===== config.mk =====
export PLATFORM = sky130hd
export DESIGN_NAME = bus_gen_arbiter
export DESIGN_NICKNAME = d
export VERILOG_FILES = /design/src/rtl/bus_gen_arbiter_pkg.sv /design/src/rtl/bus_gen_arbiter_rr_arbiter.sv /design/src/rtl/bus_gen_arbiter.sv
export SDC_FILE = /design/constraint.sdc
export NUM_CORES = 1
export LEC_CHECK = 0
export CAP_MARGIN = 40
export CORE_MARGIN = 3
export CORE_UTILIZATION = 41
export CTS_CLUSTER_SIZE = 25
export DETAILED_ROUTE_END_ITERATION = 8
export PLACE_DENSITY = 0.95
export SLEW_MARGIN = 20
export SYNTH_ARGS = -nofsm -noshare
export SYNTH_HDL_FRONTEND = slang
export SYNTH_SLANG_ARGS = --single-unit

===== constraint.sdc =====
create_clock -name clk -period 3.4 [get_ports clk]
set_input_delay 1.02 -clock clk [delete_from_list [all_inputs] [get_ports clk]]
set_output_delay 1.02 -clock clk [all_outputs]
set_load 0.02 [all_outputs]

===== src/rtl/bus_gen_arbiter_pkg.sv =====
// bus_pkg: shared types and helpers for the shared-bus generator/arbiter.
//   state_t  - per-bus transfer FSM state (IDLE -> POP -> PUSH)
//   ID_W     - width of the destination ID field at the top of each packet
//   get_dst  - extracts the destination ID from a packet of a given width
package bus_pkg;

   typedef enum logic [1:0] {
      IDLE = 2'd0,
      POP  = 2'd1,
      PUSH = 2'd2
   } state_t;

   localparam int unsigned ID_W      = 8;
   // Widest packet get_dst accepts; callers zero-extend into this width.
   localparam int unsigned PKT_MAX_W = 256;

   // Destination ID = top ID_W bits of a pkt_w-bit packet.
   function automatic logic [ID_W-1:0] get_dst(input logic [PKT_MAX_W-1:0] pkt,
                                               input int unsigned          pkt_w);
      return ID_W'(pkt >> (pkt_w - ID_W));
   endfunction

endpackage


===== src/rtl/bus_gen_arbiter_rr_arbiter.sv =====
// rr_arbiter: round-robin arbiter over N requesters.
//   clk, reset  - clock, synchronous active-high reset
//   req         - request vector
//   advance     - commit the current grant as the last-granted index
//   grant_c     - one-hot grant (combinational)
//   idx_c       - index of the granted requester (combinational)
//   any_c       - at least one request is present (combinational)
// The search starts strictly after the last granted index and wraps.
module rr_arbiter
   import bus_pkg::*;
#(
   parameter int unsigned N  = 4,
   parameter int unsigned IW = (N > 1) ? $clog2(N) : 1
) (
   input  logic          clk,
   input  logic          reset,
   input  logic [N-1:0]  req,
   input  logic          advance,
   output logic [N-1:0]  grant_c,
   output logic [IW-1:0] idx_c,
   output logic          any_c
);

   logic [IW-1:0] last_q;
   logic [IW-1:0] cand;

   // Rotating priority search: offsets 1..N from the last grant, N itself wraps to last.
   always_comb begin
      grant_c = '0;
      idx_c   = '0;
      any_c   = 1'b0;
      cand    = '0;
      for (int unsigned i = 1; i <= N; i++) begin
         cand = IW'((32'(last_q) + i) % N);
         if (!any_c && req[cand]) begin
            any_c = 1'b1;
            idx_c = cand;
         end
      end
      if (any_c) grant_c[idx_c] = 1'b1;
   end

   // Reset to N-1 so the first search begins at requester 0.
   always_ff @(posedge clk) begin
      if (reset)        last_q <= IW'(N - 1);
      else if (advance) last_q <= idx_c;
   end

endmodule


===== src/rtl/bus_gen_arbiter.sv =====
// bus_gen_arbiter: shared-bus generator and arbiter.
// For each of `bits` independent buses, grants one pending device at a time
// (round-robin), pops its head packet, then pushes it to the addressed device
// or, for the broadcast ID, to every device except the source.
// Ports:
//   clk, reset - clock, synchronous active-high reset
//   pndng      - [bits][drvrs] device FIFO non-empty
//   D_pop      - [bits][drvrs][pckg_sz] device FIFO head word
//   pop        - [bits][drvrs] one-cycle read strobe (registered)
//   push       - [bits][drvrs] one-cycle write strobe (registered)
//   D_push     - [bits][drvrs][pckg_sz] push data, same word to all devices on a bus (registered)
// Build option: define BCAST_SELF_EN to also deliver broadcasts back to the source.
module bus_gen_arbiter
   import bus_pkg::*;
#(
   parameter int unsigned bits      = 1,
   parameter int unsigned drvrs     = 4,
   parameter int unsigned pckg_sz   = 16,
   parameter logic [7:0]  broadcast = 8'hFF
) (
   input  logic                                  clk,
   input  logic                                  reset,
   input  logic [bits-1:0][drvrs-1:0]            pndng,
   output logic [bits-1:0][drvrs-1:0]            push,
   output logic [bits-1:0][drvrs-1:0]            pop,
   input  logic [bits-1:0][drvrs-1:0][pckg_sz-1:0] D_pop,
   output logic [bits-1:0][drvrs-1:0][pckg_sz-1:0] D_push
);

   localparam int unsigned IW = (drvrs > 1) ? $clog2(drvrs) : 1;

`ifdef BCAST_SELF_EN
   localparam bit BCAST_SELF = 1'b1;
`else
   localparam bit BCAST_SELF = 1'b0;
`endif

   for (genvar b = 0; b < bits; b++) begin : g_bus
      state_t             state_q, state_d;
      logic [IW-1:0]      src_q, src_d;
      logic [pckg_sz-1:0] pkt_q, pkt_d;
      logic [pckg_sz-1:0] dpush_q, dpush_d;
      logic [drvrs-1:0]   pop_q, pop_d;
      logic [drvrs-1:0]   push_q, push_d;
      logic [drvrs-1:0]   grant_c;
      logic [IW-1:0]      idx_c;
      logic               any_c;
      logic               advance_c;
      logic [ID_W-1:0]    dst_c;
      logic [drvrs-1:0]   route_c;

      assign advance_c = (state_q == IDLE) && any_c;

      rr_arbiter #(.N(drvrs), .IW(IW)) u_arb (
         .clk     (clk),
         .reset   (reset),
         .req     (pndng[b]),
         .advance (advance_c),
         .grant_c (grant_c),
         .idx_c   (idx_c),
         .any_c   (any_c)
      );

      // Destination decode of the latched packet; unknown IDs route nowhere.
      always_comb begin
         route_c = '0;
         dst_c   = get_dst(PKT_MAX_W'(pkt_q), pckg_sz);
         for (int unsigned j = 0; j < drvrs; j++) begin
            if (32'(dst_c) < drvrs)      route_c[j] = (32'(dst_c) == j);
            else if (dst_c == broadcast) route_c[j] = BCAST_SELF || (IW'(j) != src_q);
         end
      end

      // Transfer FSM next-state and next-output logic.
      always_comb begin
         state_d = state_q;
         src_d   = src_q;
         pkt_d   = pkt_q;
         dpush_d = dpush_q;
         pop_d   = '0;
         push_d  = '0;
         case (state_q)
            IDLE: begin
               if (any_c) begin
                  pkt_d   = D_pop[b][idx_c];
                  src_d   = idx_c;
                  pop_d   = grant_c;
                  state_d = POP;
               end
            end
            POP: begin
               push_d = route_c;
               // Dropped packets leave the previous D_push word in place.
               if (|route_c) dpush_d = pkt_q;
               state_d = PUSH;
            end
            PUSH:    state_d = IDLE;
            default: state_d = IDLE;
         endcase
      end

      // State and registered outputs.
      always_ff @(posedge clk) begin
         if (reset) begin
            state_q <= IDLE;
            src_q   <= '0;
            pkt_q   <= '0;
            dpush_q <= '0;
            pop_q   <= '0;
            push_q  <= '0;
         end else begin
            state_q <= state_d;
            src_q   <= src_d;
            pkt_q   <= pkt_d;
            dpush_q <= dpush_d;
            pop_q   <= pop_d;
            push_q  <= push_d;
         end
      end

      assign pop[b]  = pop_q;
      assign push[b] = push_q;
      for (genvar j = 0; j < drvrs; j++) begin : g_dpush
         assign D_push[b][j] = dpush_q;
      end
   end

endmodule


==> results of run 1 <==
## placed cells by master, fill, tap and decap left out
cell                              count
sky130_fd_sc_hd__o21ai_0              1
sky130_fd_sc_hd__o31ai_1              1
sky130_fd_sc_hd__buf_4                2
sky130_fd_sc_hd__clkbuf_8             6
sky130_fd_sc_hd__or3_1                1
sky130_fd_sc_hd__nand3_1              1
sky130_fd_sc_hd__nor2b_1              3
sky130_fd_sc_hd__a211o_1              2
sky130_fd_sc_hd__mux2i_1             33
sky130_fd_sc_hd__nand2b_1             4
sky130_fd_sc_hd__dfxtp_1             46
sky130_fd_sc_hd__clkinv_2             1
sky130_fd_sc_hd__a31o_2               1
sky130_fd_sc_hd__o211ai_1             1
sky130_fd_sc_hd__nand3b_1            17
sky130_fd_sc_hd__nand4_1              1
sky130_fd_sc_hd__nand2_1             35
sky130_fd_sc_hd__nor2_1              15
sky130_fd_sc_hd__or4_1                1
sky130_fd_sc_hd__clkinvlp_4           1
sky130_fd_sc_hd__inv_1                2
sky130_fd_sc_hd__clkdlybuf4s50_1    141
sky130_fd_sc_hd__and2_1               1
sky130_fd_sc_hd__o221a_2              1
sky130_fd_sc_hd__a21oi_1             20
sky130_fd_sc_hd__a21o_1               2
sky130_fd_sc_hd__and3_1               1
sky130_fd_sc_hd__nor3_1               2
sky130_fd_sc_hd__o21bai_1             1
sky130_fd_sc_hd__buf_12               1
sky130_fd_sc_hd__a211oi_1             1
sky130_fd_sc_hd__nor4_1               1
sky130_fd_sc_hd__o221ai_1            17
## state kept, by name, indices dropped and copies added (netlist names)
| signal | flops |
|---|---|
| g_bus.u_arb.last_q | 2 |
| push | 4 |
| g_bus.pkt_q | 16 |
| g_bus.dpush_q | 16 |
| g_bus.src_q | 2 |
| pop | 4 |
| g_bus.state_q | 2 |
## power by group
group	switching (mW)	leakage (nW)	internal [mW]
clock network	0.176	0.0472	0.163
registers	0.0458	0.376	0.592
logic	0.207	0.948	0.225
total	0.429	1.37	0.980
## worst min-delay path: cells and delay by family (launching register included)
family	cells	cell delay, ns
AOI/OAI and AO/OA	1	0.05
DFF	1	0.32
and+or+nand+nor	1	0.05
## stage by stage
step	area (sq um)	hold WS (ns)	utilization	cells	power [mW]
after floorplan	2470	0.432	-	277	0.920
after global placement	3540	0.445	0.625	428	1.07
after detailed placement	3540	0.445	0.625	428	1.08
after CTS	3640	0.455	0.641	436	1.42
after global routing	3640	0.483	0.641	436	1.48
final	3640	0.455	0.641	436	1.41
## worst max path at each step
stage | start | to | slack [ns] | depth (start not counted)
global route | pndng[0] | g_bus[0].pkt_q[2] | 0.41 | 6
detailed placement | pndng[0] | g_bus[0].pkt_q[7] | 0.30 | 5
floorplan | pndng[1] | g_bus[0].pkt_q[10] | 1.09 | 7
CTS | pndng[0] | g_bus[0].pkt_q[7] | 0.59 | 5
global placement | pndng[0] | g_bus[0].pkt_q[5] | 0.41 | 5
finish | pndng[0] | g_bus[0].pkt_q[7] | 0.59 | 5
## layout make-up
cell class                      count  area [sq um]  area share
Clock inverter                      2          12.5     0.00344
Clock buffer                        6          82.6      0.0227
Timing Repair Buffer              144          1450       0.397
Multi-Input combinational cell    164          1080       0.297
Sequential cell                    46           921       0.253
Inverter                            2          7.51     0.00206
Tap cell                           72          90.1      0.0248
## kinds of logic after synthesis
group / after synthesis
multiplexers: 33
buffers and inverters: 67
AO/OA/AOI/OAI: 48
AND/OR/NAND/NOR: 83
flip-flops: 46
## layer usage
metal  global-route usage  part of all wire  up-vias
li1                     -                 -     1104
met1                0.213              0.40     1035
met2                0.320              0.52      100
met3               0.0494             0.069        7
met4               0.0482            0.0079        0
met5                    0                 0        -
==> metrics.csv, run 1 <==
metric,value,unit
status,finished clean,
final setup violating endpoints,0,
synth top area cells,"sky130_fd_sc_hd__dfxtp_1 37%, sky130_fd_sc_hd__buf_4 16%, sky130_fd_sc_hd__mux2i_1 13%",
number of enable flip-flop cells after synthesis,0,
Compound-Gate Fraction of Synth Area,0.136,
layout cell share with drive strength beyond 1,0.0357,
leakage power of the design,1.37,nW
DRC violation count after routing,0,
buffer count from post-CTS setup fixing,0,
sequential share of the synthesized area,0.373,
peak supply drop,0.000289,V
Post-Synth Adder-Cell Area,0,
H-tree depth,2,
first drt pass iteration count,4,
"FFs w/ async S/R, synth",0,
worst-case headroom to the max-slew limit,0.474,
maximum clock frequency,0.356,GHz
vias per cell,5.15,
Top-Level Pins,142,
CP max FO,18,
vertical die dimension,83.6,microns
final worst path period need,2.81,ns
worst-case clock buffer depth,2,
register clock-pin slew on the reported worst setup and hold paths,0.09,ns
maxcap violations,0,
aggregate global routing overflow,0,
antenna violations before repair,0,
slew of the pin with the lowest slew margin,0.790,ns
data required time at the worst endpoint,3.59,ns
count of hold-fix buffers inserted at cts,0,
cell with the most instances after synthesis,sky130_fd_sc_hd__buf_4,
power per cell area,387,nW/um^2
final hold vios,0,
hold_sp,g_bus[0].pkt_q[4],
"Cell Chain, Critical Path",clkdlybuf4s50_1 -> nor2_1 -> a211o_1 -> or3_1 -> o221ai_1,
global routing usage summed across all routing layers,0.181,
final clock period utilization by the worst path,0.826,
number of nets with antenna violations after routing,0,
syn avg cell area,8.92,sq um
setup slack at placement,0.296,ns
register bit total from synthesis,46,
number of global-route vias before repair,2179,
setup clock skew after layout,0.00874,ns
layout overhead on the synthesized area,47.4,%
root buffer cell,sky130_fd_sc_hd__clkbuf_8,
endpoint of the worst register-to-register path,g_bus[0].dpush_q[13],
most instantiated flip-flop cell in the synthesis netlist,sky130_fd_sc_hd__dfxtp_1,
number of nets at the end of the flow,433,
slowest cell delay on critical path,0.67,ns
routed len/inst,14.8,microns
wire length reported by the detailed router,6440,microns
Top delay family on crit path,simple AND/OR/NAND/NOR gates,
buffers added on ports,141,
max-slew violation total from the final report,0,
end point of the worst hold path,g_bus[0].dpush_q[4],
Cells after Synth,277,
effective utilization at floorplan,0.435,
leading cell types by count after synthesis,"53 x sky130_fd_sc_hd__buf_4, 46 x sky130_fd_sc_hd__dfxtp_1, 35 x sky130_fd_sc_hd__nand2_1, 33 x sky130_fd_sc_hd__mux2i_1, 20 x sky130_fd_sc_hd__a21oi_1",
total number of vias,2246,
die span in x,83.6,microns
Synthesis Warnings,0,
buffers plus inverters on the worst setup path,1,
highest-delay cell along the critical path,sky130_fd_sc_hd__or3_1,
number of diodes,0,
Yosys top cell area share,0.373,
Core Region,5680,sq um
library cell with the largest summed area after synthesis,sky130_fd_sc_hd__dfxtp_1,
setup repair after global routing missed its margin,false,
maximum number of pins on one net before global-route repair,35,
unique cell type count in the Yosys netlist,31,
path category of the worst min-delay check,flip-flop to flip-flop,
mapped cell area,2470,sq um
layout filler cell count,469,
Final GP Congestion,0.753,
xor-xnor portion of the synthesized cell area,0,
CP startpoint kind,input pin,
clk sinks,46,
Simple-Gate Fraction of Synth Area,0.167,
global-route wire length before repair,10500,microns
Die Outline Area,6990,sq um
clock latency at the later pin of the worst-skew pair,0.30,ns
final setup slack of the worst path,0.593,ns
number of buffers created by CTS,5,
CTS tree,done,
dominant combinational cell family by area after synthesis,buffers and inverters,
cell depth of the worst flop-to-flop path,5,
startpoint of the most critical register-to-register path,g_bus[0].pkt_q[9],
count of standard-cell rows,27,
number of nets produced by synthesis,347,
multiplexer fraction of the synthesized cell area,0.134,
drt first-iter violations,170,
Worst R2R Setup Slack,1.04,ns
estimated wirelength of the detail-placed design,5090,microns
Worst setup EP type,flip-flop,
startpoint-to-endpoint class of the critical path,input pin to flip-flop,
post-route setup TNS,0,ns
arrival time of data at the critical path endpoint,3.00,ns
total of cells resized after clock tree synthesis,0,
number of cells on the worst hold path,2,
No activity file was read; power rests on OpenSTA's default activity.
==> inputs of run 2 (changes only) <==
- CORE_UTILIZATION: 41 -> 38
- PLACE_DENSITY: 0.95 -> 0.91
- clock period: 3.4 -> 2.6 ns (I/O delays scaled with it)
==> run 2 against run 1 <==
  * Register-to-register slack worse by 0.40 ns
  * Sequential power up 31%
  * Final cell count up 2.3%
  * Largest power group unchanged
==> metrics.csv, run 2 (same netlist as run 1, synthesis figures left out) <==
metric,value,unit,change
status,finished clean,,
final worst path period need,2.35,ns,
leakage power of the design,1.40,nW,+2.4%
Core Region,6100,sq um,+7.4%
power per cell area,502,nW/um^2,+30%
Top-Level Pins,142,,unchanged
total number of vias,2268,,+0.98%
layout overhead on the synthesized area,49.6,%,
Switching Share,0.302,,-0.00251
die span in x,86.6,microns,+3.6%
wire length reported by the detailed router,6460,microns,+0.22%
startpoint-to-endpoint class of the critical path,input pin to flip-flop,,
antenna violations before repair,0,,unchanged
count of standard-cell rows,28,,+3.7%
most common library cell in the layout ignoring fill and taps,sky130_fd_sc_hd__clkdlybuf4s50_1,,
layout cell share with drive strength beyond 1,0.0539,,+0.0182
maxcap violations,0,,unchanged
internal power consumption,1.30,mW,+32%
peak supply drop,0.000301,V,+4.2%
final clock period utilization by the worst path,0.905,,
largest registers in the final layout,"g_bus.dpush_q (16), g_bus.pkt_q (16)",,
sequential cell fraction of total power,0.449,,-0.003
number of diodes,0,,unchanged
DRC violation count after routing,0,,unchanged
CTS tree,done,,
routed len/inst,14.5,microns,-2.0%
estimated wirelength of the detail-placed design,5220,microns,+2.6%
worst-case headroom to the max-slew limit,0.660,,+0.187
global-route wire length before repair,9910,microns,-5.6%
drt first-iter violations,114,,-33%
number of buffers created by CTS,5,,unchanged
data required time at the worst endpoint,2.76,ns,-0.83 ns
clk sinks,46,,unchanged
layout filler cell count,513,,+9.4%
setup clock skew after layout,0.00466,ns,-0.00408 ns
final setup violating endpoints,0,,unchanged
maximum clock frequency,0.425,GHz,
aggregate global routing overflow,0,,unchanged
final setup slack of the worst path,0.246,ns,-0.347 ns
number of nets with antenna violations after routing,0,,unchanged
setup repair after global routing missed its margin,false,,
clock latency at the later pin of the worst-skew pair,0.29,ns,about the same
first drt pass iteration count,4,,unchanged
clock group share of total power,0.240,,about the same
register clock-pin slew on the reported worst setup and hold paths,0.08,ns,about the same
path category of the worst min-delay check,flip-flop to flip-flop,,
number of global-route vias before repair,2160,,-0.87%
post-route total power,1.86,mW,+32%
total net switching power,0.560,mW,+31%
setup slack at placement,-0.0419,ns,-0.338 ns
vertical die dimension,86.6,microns,+3.6%
CP startpoint kind,input pin,,
CP max FO,26,,+8
number of nets at the end of the flow,440,,+1.6%
buffers added on ports,141,,unchanged
vias per cell,5.09,,-1.3%
Final Instance Area,3700,sq um,+1.5%
"commonest non-fill, non-tap cells in the layout","141 x sky130_fd_sc_hd__clkdlybuf4s50_1, 46 x sky130_fd_sc_hd__dfxtp_1, 35 x sky130_fd_sc_hd__nand2_1, 33 x sky130_fd_sc_hd__mux2i_1, 20 x sky130_fd_sc_hd__a21oi_1",,
root buffer cell,sky130_fd_sc_hd__clkbuf_8,,
global routing usage summed across all routing layers,0.165,,-0.0155
Final GP Congestion,0.818,,+8.6%
combinational share of power,0.310,,+0.003
count of hold-fix buffers inserted at cts,0,,unchanged
final hold vios,0,,unchanged
post-detailed-placement cell area,3600,sq um,+1.6%
Die Outline Area,7500,sq um,+7.3%
H-tree depth,2,,unchanged
effective utilization at floorplan,0.405,,-0.0300
buffer count from post-CTS setup fixing,0,,unchanged
Worst setup EP type,flip-flop,,
slew of the pin with the lowest slew margin,0.509,ns,-0.280 ns
arrival time of data at the critical path endpoint,2.52,ns,-0.48 ns
total of cells resized after clock tree synthesis,0,,unchanged
max-slew violation total from the final report,0,,unchanged
worst-case clock buffer depth,2,,unchanged
maximum number of pins on one net before global-route repair,27,,-23%
## run 2: final timing paths
check / cells after the start / from / endpoint / slack, ns
setup / recovery: 7 / pndng[1] / g_bus[0].pkt_q[14] / 0.25
hold / removal: 2 / g_bus[0].pkt_q[3] / g_bus[0].dpush_q[3] / 0.46
setup reg to reg: 6 / g_bus[0].pkt_q[8] / g_bus[0].dpush_q[14] / 0.64
hold reg to reg: 2 / g_bus[0].pkt_q[3] / g_bus[0].dpush_q[3] / 0.46
## run 2: critical path, cell delays in order
cell and delay [ns]:
sky130_fd_sc_hd__clkdlybuf4s50_1 0.46, sky130_fd_sc_hd__nor2b_1 0.17, sky130_fd_sc_hd__a21oi_1 0.16, sky130_fd_sc_hd__o221a_2 0.27, sky130_fd_sc_hd__buf_12 0.20, sky130_fd_sc_hd__mux2i_1 0.30, sky130_fd_sc_hd__o221ai_1 0.15
## run 2: cell type report
type / instances / area, sq um / share of cell area
timing repair buffer: 151 / 1500 / 0.406
multi-input combinational: 164 / 1080 / 0.292
sequential: 46 / 921 / 0.249
tap: 75 / 93.8 / 0.0254
clock buffer: 6 / 82.6 / 0.0223
clock inverter: 2 / 12.5 / 0.00339
inverter: 2 / 7.51 / 0.00203
## run 2: power by group through the flow
stage	logic (mW)	clock network (mW)	registers, mW
5_1_grt	0.620	0.489	0.845
4_1_cts	0.578	0.455	0.833
6_report	0.576	0.446	0.834
3_3_place_gp	0.566	0	0.845
3_5_place_dp	0.576	0	0.850
2_1_floorplan	0.355	0	0.847
## run 2: stage by stage
stage	util	hold WS [ns]	TNS [ns]	cells
after floorplan	-	0.432	0	277
after global placement	0.591	0.443	0	438
after detailed placement	0.591	0.446	-0.0419	438
after CTS	0.606	0.458	0	446
after global routing	0.606	0.491	0	446
final	0.606	0.461	0	446
## run 2: layer usage
metal	routed length [microns]	vias to the layer above	share of wire	track usage
met5	0	-	0	0
met4	110	0	0.017	0.0510
met1	2570	1034	0.40	0.184
met3	510	11	0.079	0.0352
li1	-	1112	-	-
met2	3260	111	0.51	0.309
